==> config.mk <==
export PLATFORM = sky130hd
export DESIGN_NAME = seat_manager_flat
export DESIGN_NICKNAME = d
export VERILOG_FILES = /design/src/rtl/seat_manager_if.sv /design/src/rtl/seat_manager.sv /design/src/flat_wrapper.sv
export SDC_FILE = /design/constraint.sdc
export NUM_CORES = 2
export LEC_CHECK = 0
export CAP_MARGIN = 10
export CORE_ASPECT_RATIO = 1.1
export CORE_MARGIN = 5
export CORE_UTILIZATION = 50
export DETAILED_ROUTE_END_ITERATION = 7
export PLACE_DENSITY = 0.68
export SLEW_MARGIN = 10
export SYNTH_ARGS = -nofsm -noshare
export SYNTH_HDL_FRONTEND = slang
export SYNTH_SLANG_ARGS = --single-unit
==> constraint.sdc <==
create_clock -name clk -period 22.4 [get_ports clk]
set_clock_uncertainty 0.2 [all_clocks]
set_input_delay 4.48 -clock clk [delete_from_list [all_inputs] [get_ports clk]]
set_output_delay 4.48 -clock clk [all_outputs]
set_load 0.005 [all_outputs]
==> src/rtl/seat_manager_if.sv <==
// Request/response bus of the seat manager.
// Handshake: a beat transfers on a rising edge where valid & ready are both high; the sender keeps its payload stable while valid is high and ready is low.
interface seat_manager_if #(
    parameter int NUM_SEATS = 32,
    parameter int ID_WIDTH  = 25
);
    localparam int SEAT_W = $clog2(NUM_SEATS);

    logic                req_valid;
    logic                req_ready;
    logic [2:0]          req_op;
    logic [ID_WIDTH-1:0] req_student;
    logic [SEAT_W-1:0]   req_seat;

    logic                resp_valid;
    logic                resp_ready;
    logic [2:0]          resp_status;
    logic [1:0]          resp_state;
    logic [ID_WIDTH-1:0] resp_owner;

    modport slave (
        input  req_valid, req_op, req_student, req_seat, resp_ready,
        output req_ready, resp_valid, resp_status, resp_state, resp_owner
    );

    modport master (
        output req_valid, req_op, req_student, req_seat, resp_ready,
        input  req_ready, resp_valid, resp_status, resp_state, resp_owner
    );
endinterface

==> src/rtl/seat_manager.sv <==
// Seat table with per-seat state/owner/timer, one command in and one response out per cycle.
// Define SEAT_FORCE_EN to enable op 6 FORCE_RELEASE; otherwise op 6 answers ERR_OP.
module seat_manager #(
    parameter int NUM_SEATS       = 32,
    parameter int ID_WIDTH        = 25,
    parameter int RESERVE_TIMEOUT = 10,
    parameter int AWAY_TIMEOUT    = 20
) (
    input  logic                             clk,
    input  logic                             reset,
    input  logic                             tick,
    seat_manager_if.slave                    bus,
    output logic                             expire_valid,
    output logic [$clog2(NUM_SEATS+1)-1:0]   occupied_count
);
    localparam int SEAT_W  = $clog2(NUM_SEATS);
    localparam int CNT_W   = $clog2(NUM_SEATS + 1);
    localparam int TMR_MAX = (RESERVE_TIMEOUT > AWAY_TIMEOUT) ? RESERVE_TIMEOUT : AWAY_TIMEOUT;
    localparam int TMR_W   = $clog2(TMR_MAX + 1);

    localparam logic [SEAT_W:0]  SEAT_LIM = (SEAT_W + 1)'(NUM_SEATS);
    localparam logic [TMR_W-1:0] RES_T    = TMR_W'(RESERVE_TIMEOUT);
    localparam logic [TMR_W-1:0] AWAY_T   = TMR_W'(AWAY_TIMEOUT);

    localparam logic [2:0] OP_RESERVE = 3'd0, OP_CHECKIN = 3'd1, OP_AWAY  = 3'd2,
                           OP_RETURN  = 3'd3, OP_RELEASE = 3'd4, OP_QUERY = 3'd5,
                           OP_FORCE   = 3'd6, OP_RSVD    = 3'd7;

    typedef enum logic [1:0] {EMPTY = 2'b00, RESERVED = 2'b01, AWAY = 2'b10, OCCUPIED = 2'b11} seat_state_t;
    typedef enum logic [2:0] {ST_OK = 3'd0, ST_ERR_SEAT = 3'd1, ST_ERR_STATE = 3'd2,
                              ST_ERR_OWNER = 3'd3, ST_ERR_BUSY = 3'd4, ST_ERR_OP = 3'd5} status_t;

    seat_state_t         state_q [NUM_SEATS];
    seat_state_t         state_d [NUM_SEATS];
    logic [ID_WIDTH-1:0] owner_q [NUM_SEATS];
    logic [ID_WIDTH-1:0] owner_d [NUM_SEATS];
    logic [TMR_W-1:0]    timer_q [NUM_SEATS];
    logic [TMR_W-1:0]    timer_d [NUM_SEATS];

    logic [NUM_SEATS-1:0] expiring;
    logic                 expire_any;
    logic                 owns_any;
    logic                 accept;
    logic                 seat_ok;
    logic                 op_legal;
    logic [SEAT_W-1:0]    sel;
    seat_state_t          cur_state;
    logic [ID_WIDTH-1:0]  cur_owner;
    logic                 owner_match;
    logic                 wr;
    seat_state_t          new_state;
    logic [ID_WIDTH-1:0]  new_owner;
    logic [TMR_W-1:0]     new_timer;
    status_t              status;
    seat_state_t          resp_state_c;
    logic [ID_WIDTH-1:0]  resp_owner_c;

    assign bus.req_ready = !reset && (!bus.resp_valid || bus.resp_ready);
    assign accept        = bus.req_valid && bus.req_ready;
    assign seat_ok       = {1'b0, bus.req_seat} < SEAT_LIM;
    assign sel           = seat_ok ? bus.req_seat : '0;
    assign cur_state     = state_q[sel];
    assign cur_owner     = owner_q[sel];
    assign owner_match   = cur_owner == bus.req_student;

`ifdef SEAT_FORCE_EN
    assign op_legal = bus.req_op != OP_RSVD;
`else
    assign op_legal = bus.req_op < OP_FORCE;
`endif

    always_comb begin
        owns_any = 1'b0;
        for (int i = 0; i < NUM_SEATS; i++)
            if (state_q[i] != EMPTY && owner_q[i] == bus.req_student) owns_any = 1'b1;
    end

    // Command decode: error priority is op, seat range, same-cycle expiry, then per-op rules.
    always_comb begin
        status    = ST_OK;
        wr        = 1'b0;
        new_state = cur_state;
        new_owner = cur_owner;
        new_timer = '0;
        if (!op_legal)            status = ST_ERR_OP;
        else if (!seat_ok)        status = ST_ERR_SEAT;
        else if (expiring[sel])   status = ST_ERR_BUSY;
        else begin
            unique case (bus.req_op)
                OP_RESERVE: begin
                    if (cur_state != EMPTY) status = ST_ERR_STATE;
                    else if (owns_any)      status = ST_ERR_OWNER;
                    else begin
                        wr = 1'b1; new_state = RESERVED; new_owner = bus.req_student; new_timer = RES_T;
                    end
                end
                OP_CHECKIN: begin
                    if (cur_state != RESERVED) status = ST_ERR_STATE;
                    else if (!owner_match)     status = ST_ERR_OWNER;
                    else begin wr = 1'b1; new_state = OCCUPIED; end
                end
                OP_AWAY: begin
                    if (cur_state != OCCUPIED) status = ST_ERR_STATE;
                    else if (!owner_match)     status = ST_ERR_OWNER;
                    else begin wr = 1'b1; new_state = AWAY; new_timer = AWAY_T; end
                end
                OP_RETURN: begin
                    if (cur_state != AWAY)  status = ST_ERR_STATE;
                    else if (!owner_match)  status = ST_ERR_OWNER;
                    else begin wr = 1'b1; new_state = OCCUPIED; end
                end
                OP_RELEASE: begin
                    if (cur_state == EMPTY) status = ST_ERR_STATE;
                    else if (!owner_match)  status = ST_ERR_OWNER;
                    else begin wr = 1'b1; new_state = EMPTY; new_owner = '0; end
                end
                OP_QUERY: status = ST_OK;
`ifdef SEAT_FORCE_EN
                OP_FORCE: begin wr = 1'b1; new_state = EMPTY; new_owner = '0; end
`endif
                default: status = ST_ERR_OP;
            endcase
        end
    end

    // Tick countdown first; an accepted successful command then overrides its own seat.
    always_comb begin
        state_d    = state_q;
        owner_d    = owner_q;
        timer_d    = timer_q;
        expiring   = '0;
        expire_any = 1'b0;
        for (int i = 0; i < NUM_SEATS; i++) begin
            if (tick && (state_q[i] == RESERVED || state_q[i] == AWAY) && timer_q[i] != '0) begin
                timer_d[i] = timer_q[i] - TMR_W'(1);
                if (timer_q[i] == TMR_W'(1)) begin
                    state_d[i]  = EMPTY;
                    owner_d[i]  = '0;
                    expiring[i] = 1'b1;
                    expire_any  = 1'b1;
                end
            end
        end
        if (accept && wr) begin
            state_d[sel] = new_state;
            owner_d[sel] = new_owner;
            timer_d[sel] = new_timer;
        end
    end

    always_comb begin
        resp_state_c = EMPTY;
        resp_owner_c = '0;
        if (seat_ok && !expiring[sel]) begin
            resp_state_c = wr ? new_state : cur_state;
            resp_owner_c = wr ? new_owner : cur_owner;
        end
    end

    always_comb begin
        occupied_count = '0;
        for (int i = 0; i < NUM_SEATS; i++)
            if (state_q[i] != EMPTY) occupied_count = occupied_count + CNT_W'(1);
    end

    always_ff @(posedge clk) begin
        if (reset) begin
            for (int i = 0; i < NUM_SEATS; i++) begin
                state_q[i] <= EMPTY;
                owner_q[i] <= '0;
                timer_q[i] <= '0;
            end
            bus.resp_valid  <= 1'b0;
            bus.resp_status <= '0;
            bus.resp_state  <= '0;
            bus.resp_owner  <= '0;
            expire_valid    <= 1'b0;
        end else begin
            state_q      <= state_d;
            owner_q      <= owner_d;
            timer_q      <= timer_d;
            expire_valid <= expire_any;
            if (accept) begin
                bus.resp_valid  <= 1'b1;
                bus.resp_status <= status;
                bus.resp_state  <= resp_state_c;
                bus.resp_owner  <= resp_owner_c;
            end else if (bus.resp_ready) begin
                bus.resp_valid <= 1'b0;
            end
        end
    end
endmodule

==> src/flat_wrapper.sv <==
// flat-port wrapper written by rule: the top's interface ports become plain ports
module seat_manager_flat 
#(
    parameter int NUM_SEATS       = 32,
    parameter int ID_WIDTH        = 25,
    parameter int RESERVE_TIMEOUT = 10,
    parameter int AWAY_TIMEOUT    = 20
)
  (clk, reset, tick, expire_valid, occupied_count, bus_req_valid, bus_req_op, bus_req_student, bus_req_seat, bus_resp_ready, bus_req_ready, bus_resp_valid, bus_resp_status, bus_resp_state, bus_resp_owner);
  seat_manager_if #(.NUM_SEATS(NUM_SEATS), .ID_WIDTH(ID_WIDTH)) bus_i ();
  input  logic clk;
  input  logic reset;
  input  logic tick;
  output logic expire_valid;
  output logic [$clog2(NUM_SEATS+1)-1:0] occupied_count;
  input wire logic [$bits(bus_i.req_valid)-1:0] bus_req_valid;
  input wire logic [$bits(bus_i.req_op)-1:0] bus_req_op;
  input wire logic [$bits(bus_i.req_student)-1:0] bus_req_student;
  input wire logic [$bits(bus_i.req_seat)-1:0] bus_req_seat;
  input wire logic [$bits(bus_i.resp_ready)-1:0] bus_resp_ready;
  output wire logic [$bits(bus_i.req_ready)-1:0] bus_req_ready;
  output wire logic [$bits(bus_i.resp_valid)-1:0] bus_resp_valid;
  output wire logic [$bits(bus_i.resp_status)-1:0] bus_resp_status;
  output wire logic [$bits(bus_i.resp_state)-1:0] bus_resp_state;
  output wire logic [$bits(bus_i.resp_owner)-1:0] bus_resp_owner;
  assign bus_i.req_valid = bus_req_valid;
  assign bus_i.req_op = bus_req_op;
  assign bus_i.req_student = bus_req_student;
  assign bus_i.req_seat = bus_req_seat;
  assign bus_i.resp_ready = bus_resp_ready;
  assign bus_req_ready = bus_i.req_ready;
  assign bus_resp_valid = bus_i.resp_valid;
  assign bus_resp_status = bus_i.resp_status;
  assign bus_resp_state = bus_i.resp_state;
  assign bus_resp_owner = bus_i.resp_owner;
  seat_manager #(.NUM_SEATS(NUM_SEATS), .ID_WIDTH(ID_WIDTH), .RESERVE_TIMEOUT(RESERVE_TIMEOUT), .AWAY_TIMEOUT(AWAY_TIMEOUT)) u_core (.clk(clk), .reset(reset), .tick(tick), .bus(bus_i), .expire_valid(expire_valid), .occupied_count(occupied_count));
endmodule
== Word level (Yosys, flattened, before mapping) ==
Index checks and enable logic that the tools add are counted.
Widths: inputs -> output; s select.

* Logic and storage cells: 931
* Bits in registers: 1056
* Input bits: 38
* Output and inout port bits: 39

* Bitwise logic cells: 1
* Equal/unequal tests: 137
* Order comparisons: 4
* Reduce and logical (&&, ||, !) cells: 203
* Muxes and demuxes: 422
* Add/subtract/negate cells: 63

{| class="wikitable"
|+ Operators by type and width
! kind !! count
|-
| $mux 25 || 75
|-
| $eq 25x25->1 || 33
|-
| $bwmux 800 || 1
|-
| $mux 800 || 1
|-
| $mux 5 || 38
|-
| $mux 6 || 31
|-
| $add 6x1->6 const B || 30
|-
| $mux 1 || 171
|-
| $mux 2 || 82
|-
| $bwmux 160 || 1
|-
| $eq 5x1->1 const B || 32
|-
| $mux 160 || 1
|-
| $reduce_bool 5->1 || 32
|-
| $sub 5x1->5 const B || 32
|-
| $bmux 25 s5 || 1
|-
| $demux 25 s5 || 1
|-
| $logic_and 1x1->1 || 100
|-
| $reduce_bool 2->1 || 34
|-
| $bwmux 64 || 1
|-
| $eq 2x1->1 const B || 32
|-
| $eq 2x2->1 const B || 32
|-
| $mux 64 || 1
|-
| $pmux 25 s2 || 1
|-
| $logic_or 1x1->1 || 33
|-
| 24 further kinds || 34
|}

== Depth between registers and ports, before layout ==
* Depth in word-level cells: 67
* Depth in mapped cells: 95
* Depth with buffers taken out: 94

== Least setup slack after synthesis ==
Ideal clock, no wire load.

* Kind: register -> output
* Start: reg u_core.state_q[60] in the netlist's numbering
* End: out occupied_count[5]
* Setup slack: 2138 ps
* Buffers on the path: 1
* Stages on the path, launching flop included: 93
* Arrival time: 15582 ps
* Required time: 17720 ps
* Cell sequence: dfxtp_1 inv_1 ha_1 inv_1 ha_1 buf_6 xor2_1 inv_2 ha_1 a22o_1 ha_1 nor2b_1 a21oi_1 inv_1 ha_1 mux2_2 mux2i_1 o21ba_2 [... 57 more ...] xor2_1 mux2i_1 ha_1 xor2_1 o311ai_0 ha_1 a21oi_1 inv_1 ha_1 nor2_1 a21oi_1 ha_1 nor2b_1 xnor2_1 and4b_1 a32oi_1 mux2i_1 xnor2_1

* Cells in the longest elaborated chain, start to end: 62

{| class="wikitable"
|+ RTL lines
! item !! RTL line !! source
|-
| start: declaration || seat_manager.sv:33 || <nowiki>seat_state_t state_q [NUM_SEATS];</nowiki>
|-
| start signal: assignment || seat_manager.sv:179 || <nowiki>state_q <= state_d;</nowiki>
|-
| $reduce_bool 2->1 (*) || seat_manager.sv:163 || <nowiki>if (state_q[i] != EMPTY) occupied_count = occupied_count + CNT_W'(1);</nowiki>
|-
| $mux 6 (*) || seat_manager.sv:163 ||
|-
| $add 6x1->6 || seat_manager.sv:163 ||
|-
| $mux 6 (*) || seat_manager.sv:163 ||
|-
| $add 6x1->6 || seat_manager.sv:163 ||
|-
| $mux 6 (*) || seat_manager.sv:163 ||
|-
| $add 6x1->6 || seat_manager.sv:163 ||
|-
| $mux 6 (*) || seat_manager.sv:163 ||
|-
| [... 46 more ...] || -- ||
|-
| $add 6x1->6 || seat_manager.sv:163 ||
|-
| $mux 6 (*) || seat_manager.sv:163 ||
|-
| $add 6x1->6 || seat_manager.sv:163 ||
|-
| $mux 6 (*) || seat_manager.sv:163 ||
|-
| $add 6x1->6 || seat_manager.sv:163 ||
|-
| $mux 6 (*) || seat_manager.sv:163 ||
|-
| $add 6x1->6 || seat_manager.sv:163 ||
|-
| $mux 6 (*) || seat_manager.sv:163 ||
|-
| end: declaration || flat_wrapper.sv:15 || <nowiki>output logic [$clog2(NUM_SEATS+1)-1:0] occupied_count;</nowiki>
|}

Every way passes the cells marked *; elsewhere a longest branch is shown, timed or not.

== Worst setup path after layout ==
* Start: reg u_core.state_q[62] in the netlist's numbering
* End: out occupied_count[5]

* Cells in the longest elaborated chain, start to end: 64

{| class="wikitable"
|+ RTL lines
! item !! RTL line
|-
| $reduce_bool 2->1 (*) || seat_manager.sv:163
|-
| $mux 1 (*) || seat_manager.sv:163
|-
| $add 1x1->2 || seat_manager.sv:163
|-
| $mux 6 (*) || seat_manager.sv:163
|-
| $add 6x1->6 || seat_manager.sv:163
|-
| $mux 6 (*) || seat_manager.sv:163
|-
| $add 6x1->6 || seat_manager.sv:163
|-
| $mux 6 (*) || seat_manager.sv:163
|-
| [... 48 more ...] || --
|-
| $add 6x1->6 || seat_manager.sv:163
|-
| $mux 6 (*) || seat_manager.sv:163
|-
| $add 6x1->6 || seat_manager.sv:163
|-
| $mux 6 (*) || seat_manager.sv:163
|-
| $add 6x1->6 || seat_manager.sv:163
|-
| $mux 6 (*) || seat_manager.sv:163
|-
| $add 6x1->6 || seat_manager.sv:163
|-
| $mux 6 (*) || seat_manager.sv:163
|}

Marks and branches as above.

==> flow_metrics.tcl <==
set metrics [dict create \
    cts_sinks 1056 \
    grt_pass1_vias 54700 \
    synth_cell_type_count 84 \
    slowest_stage "ha_1" \
    area_growth_syn_to_layout_pct 9.30 \
    synth_warnings 0 \
    cp-end-kind "primary output" \
    status "complete, but fails checks" \
    worst_pin_slew_ps 1390 \
    critPathKind "flip-flop to primary output" \
    rr_startpoint "u_core.state_q[63]" \
    grt_util_met3_pct 12.6 \
    critPathTopFamily "adder cells" \
    drtAntennaViolNets 0 \
    yosysSeqAreaShare_pct 33.8 \
    cts_inserted_buffers 113 \
    worstHoldStart "u_core.timer_q[24]" \
    hold_viol 0 \
    synth_edf_count 0 \
    multi_input_area_sq_mm 0.0385 \
    finish.utilization_pct 54.8 \
    synth_fp_nets 7903 \
    synthArstFlopShare_pct 0 \
    die_w_microns 347 \
    finalPower_uw 4130 \
    slew_violations 0 \
    synth_flop_cell "dfxtp_1" \
    nNetsFinal 7542 \
    clk_pin_slew_ps 60 \
    cp_common_cell "ha_1" \
    root_buffer "clkbuf_16" \
    die_h_microns 381 \
    firstDrtPassIters 8 \
    clkLatencyLatePin_ps 780 \
    vdd_drop_max_uv 69.7 \
    cts_tree "built" \
    portBuffers 76 \
    area.sequential_sq_mm 0.0211 \
    antenna_found_initial 10 \
    route.detailed.drc 2 \
    cp.required_ps 17720 \
    avgViaCountPerCell 6.56 \
    cap_violations 0 \
    grt_max_degree 216 \
    tns_ps 0 \
    drt_iter0_markers 8710 \
    hold_path_class "flip-flop to flip-flop" \
    r2r_slack_ps 15230 \
    grt_pass1_wl_mm 361 \
    min_period_ps 21730 \
    synth_cells 7735 \
    grt_use_met1_pct 44.6 \
    ys_ff_latch 1056 \
    via_count 59900 \
    coreArea_sq_mm 0.125 \
    timing.critical_path.buf_inv 8 \
    grt_remaining_overflow 0 \
    drt_wl_total_mm 248 \
    final_cell_mix "1877 x nor2_1, 1056 x dfxtp_1, 870 x a31oi_1, 659 x xnor2_1, 380 x xor2_1" \
    violations "DRC" \
    drive_gt1_share_pct 10.5 \
    track_usage_pct 35.6 \
    final_common_cell "nor2_1" \
    cp-startpoint "u_core.state_q[62]" \
    avgSynthCellArea_sq_um 8.09 \
    gr-usage-met2_pct 50.1 \
    holdWs_ps 272 \
    cp-start-kind "flip-flop" \
    fin_crit_sh_pct 97.0 \
    dieArea_sq_mm 0.132 \
    start_util_pct 50.2 \
    clock_path_buffers 3 \
    arrival_ps 17050 \
    cts.htree.levels 3 \
    wl_per_cell_microns 27.2 \
    routabilityCongestion 1.04 \
    syn_area_sq_mm 0.0626 \
    worstPathMaxFanout 4 \
    ios 77 \
    num-fill-cells 11300 \
    grt_setup_unrepaired "yes" \
    grt_busiest_layer "met2" \
    dpl.hpwl_mm 162 \
    cts_hold_buf 0 \
    pwr_density_cell_mw_per_mm2 60.4 \
    setup_violations 0 \
    slowest_delay_ps 360 \
    num_rows 136 \
    max_clock_freq_ghz 0.0460 \
    relSlewSlack_pct 7.37 \
    p_leak_uw 0.0237 \
]
-- power breakdown --
part	internal (uW)	switching [uW]	total (uW)
sequential	1880	0.571	1880
combinational	76.3	209	286
clock	1110	849	1960
total	3070	1060	4130
-- cell type report --
cell class / count / share of cell area, %
clock buffers: 172 / 4.95
inverters: 206 / 1.13
well taps: 1656 / 3.03
clock inverters: 41 / 0.666
diodes: 9 / 0.0329
multi-input cells: 5740 / 56.3
repair buffers: 257 / 2.99
flip-flops and latches: 1056 / 30.9
-- sequential cells by signal, indices dropped and copies added, names as in the netlist --
| register | flops |
|---|---|
| u_core.expire_valid | 1 |
| u_core.bus.resp_state | 2 |
| u_core.bus.resp_valid | 1 |
| u_core.timer_q | 160 |
| u_core.bus.resp_owner | 25 |
| u_core.bus.resp_status | 3 |
| u_core.owner_q | 800 |
| u_core.state_q | 64 |
-- synth_stat cells (12+ instances only) --
master | n | area (sq um)
a211oi_1 | 13 | 97.6
a21oi_1 | 207 | 1040
a22oi_1 | 137 | 1030
a31oi_1 | 873 | 5460
buf_1 | 45 | 169
clkbuf_1 | 686 | 2570
dfxtp_1 | 1056 | 21100
ha_1 | 130 | 1630
inv_1 | 203 | 762
mux2i_1 | 15 | 150
mux4_2 | 224 | 5040
nand2_1 | 301 | 1130
nand2b_1 | 22 | 138
nand3_1 | 93 | 465
nand4_1 | 183 | 1140
nand4b_1 | 12 | 105
nor2_1 | 1885 | 7080
nor2b_1 | 28 | 175
nor3_1 | 170 | 851
nor3b_1 | 13 | 97.6
nor4_1 | 99 | 619
o211ai_1 | 23 | 173
o21ai_0 | 53 | 265
o21bai_1 | 32 | 240
or2_2 | 17 | 106
or3_1 | 18 | 113
xnor2_1 | 665 | 5820
xor2_1 | 381 | 3340
-- routing by layer --
layer / vias to the layer above / part of all wire, %
li1: 26200 / -
met5: - / 0.040
met3: 965 / 14
met4: 6 / 9.0
met1: 28600 / 37
met2: 4176 / 40
-- cells by family (layout without fill, tap and decap cells) --
| group | Yosys count | in the layout | share of synthesized area, % |
|---|---|---|---|
| fa+ha+maj | 131 | 131 | 2.62 |
| xor+xnor | 1071 | 1071 | 15.5 |
| buf+inv | 939 | 676 | 5.65 |
| flops | 1056 | 1056 | 33.8 |
| other cells | 0 | 9 | 0 |
| simple gates | 2883 | 2883 | 19.7 |
| compound gates | 1407 | 1407 | 14.2 |
| mux | 248 | 248 | 8.47 |
-- final timing paths --
| check | cells after the start | endpoint |
|---|---|---|
| setup reg to reg | 19 | u_core.owner_q[724] |
| hold / removal | 2 | u_core.timer_q[24] |
| setup / recovery | 90 | occupied_count[5] |
| hold reg to reg | 2 | u_core.timer_q[24] |
-- tightest hold or removal path, cell delays in order, from the launching register on --
cell and delay [ps]:
dfxtp_1 310, nand3_1 60, a21oi_1 60
-- what timing repair did --
item,in CTS,in global routing
hold endpoints to repair,0,0
gates cloned,0,0
pin swaps,1,30
endpoints found under the setup margin,5,5
setup buffers,4,14
gates resized for setup,19,56
-- metrics by stage --
| stage | instance area (sq um) | setup slack, ps | cells |
|---|---|---|---|
| after floorplan | 62600 | 2140 | 7735 |
| after global placement | 64100 | 37.0 | 8897 |
| after detailed placement | 64100 | -203 | 8897 |
| after CTS | 68000 | 30.6 | 9114 |
| after global routing | 68400 | -244 | 9128 |
| final | 68400 | 668 | 9137 |
Power figures use the tool's default switching activity.
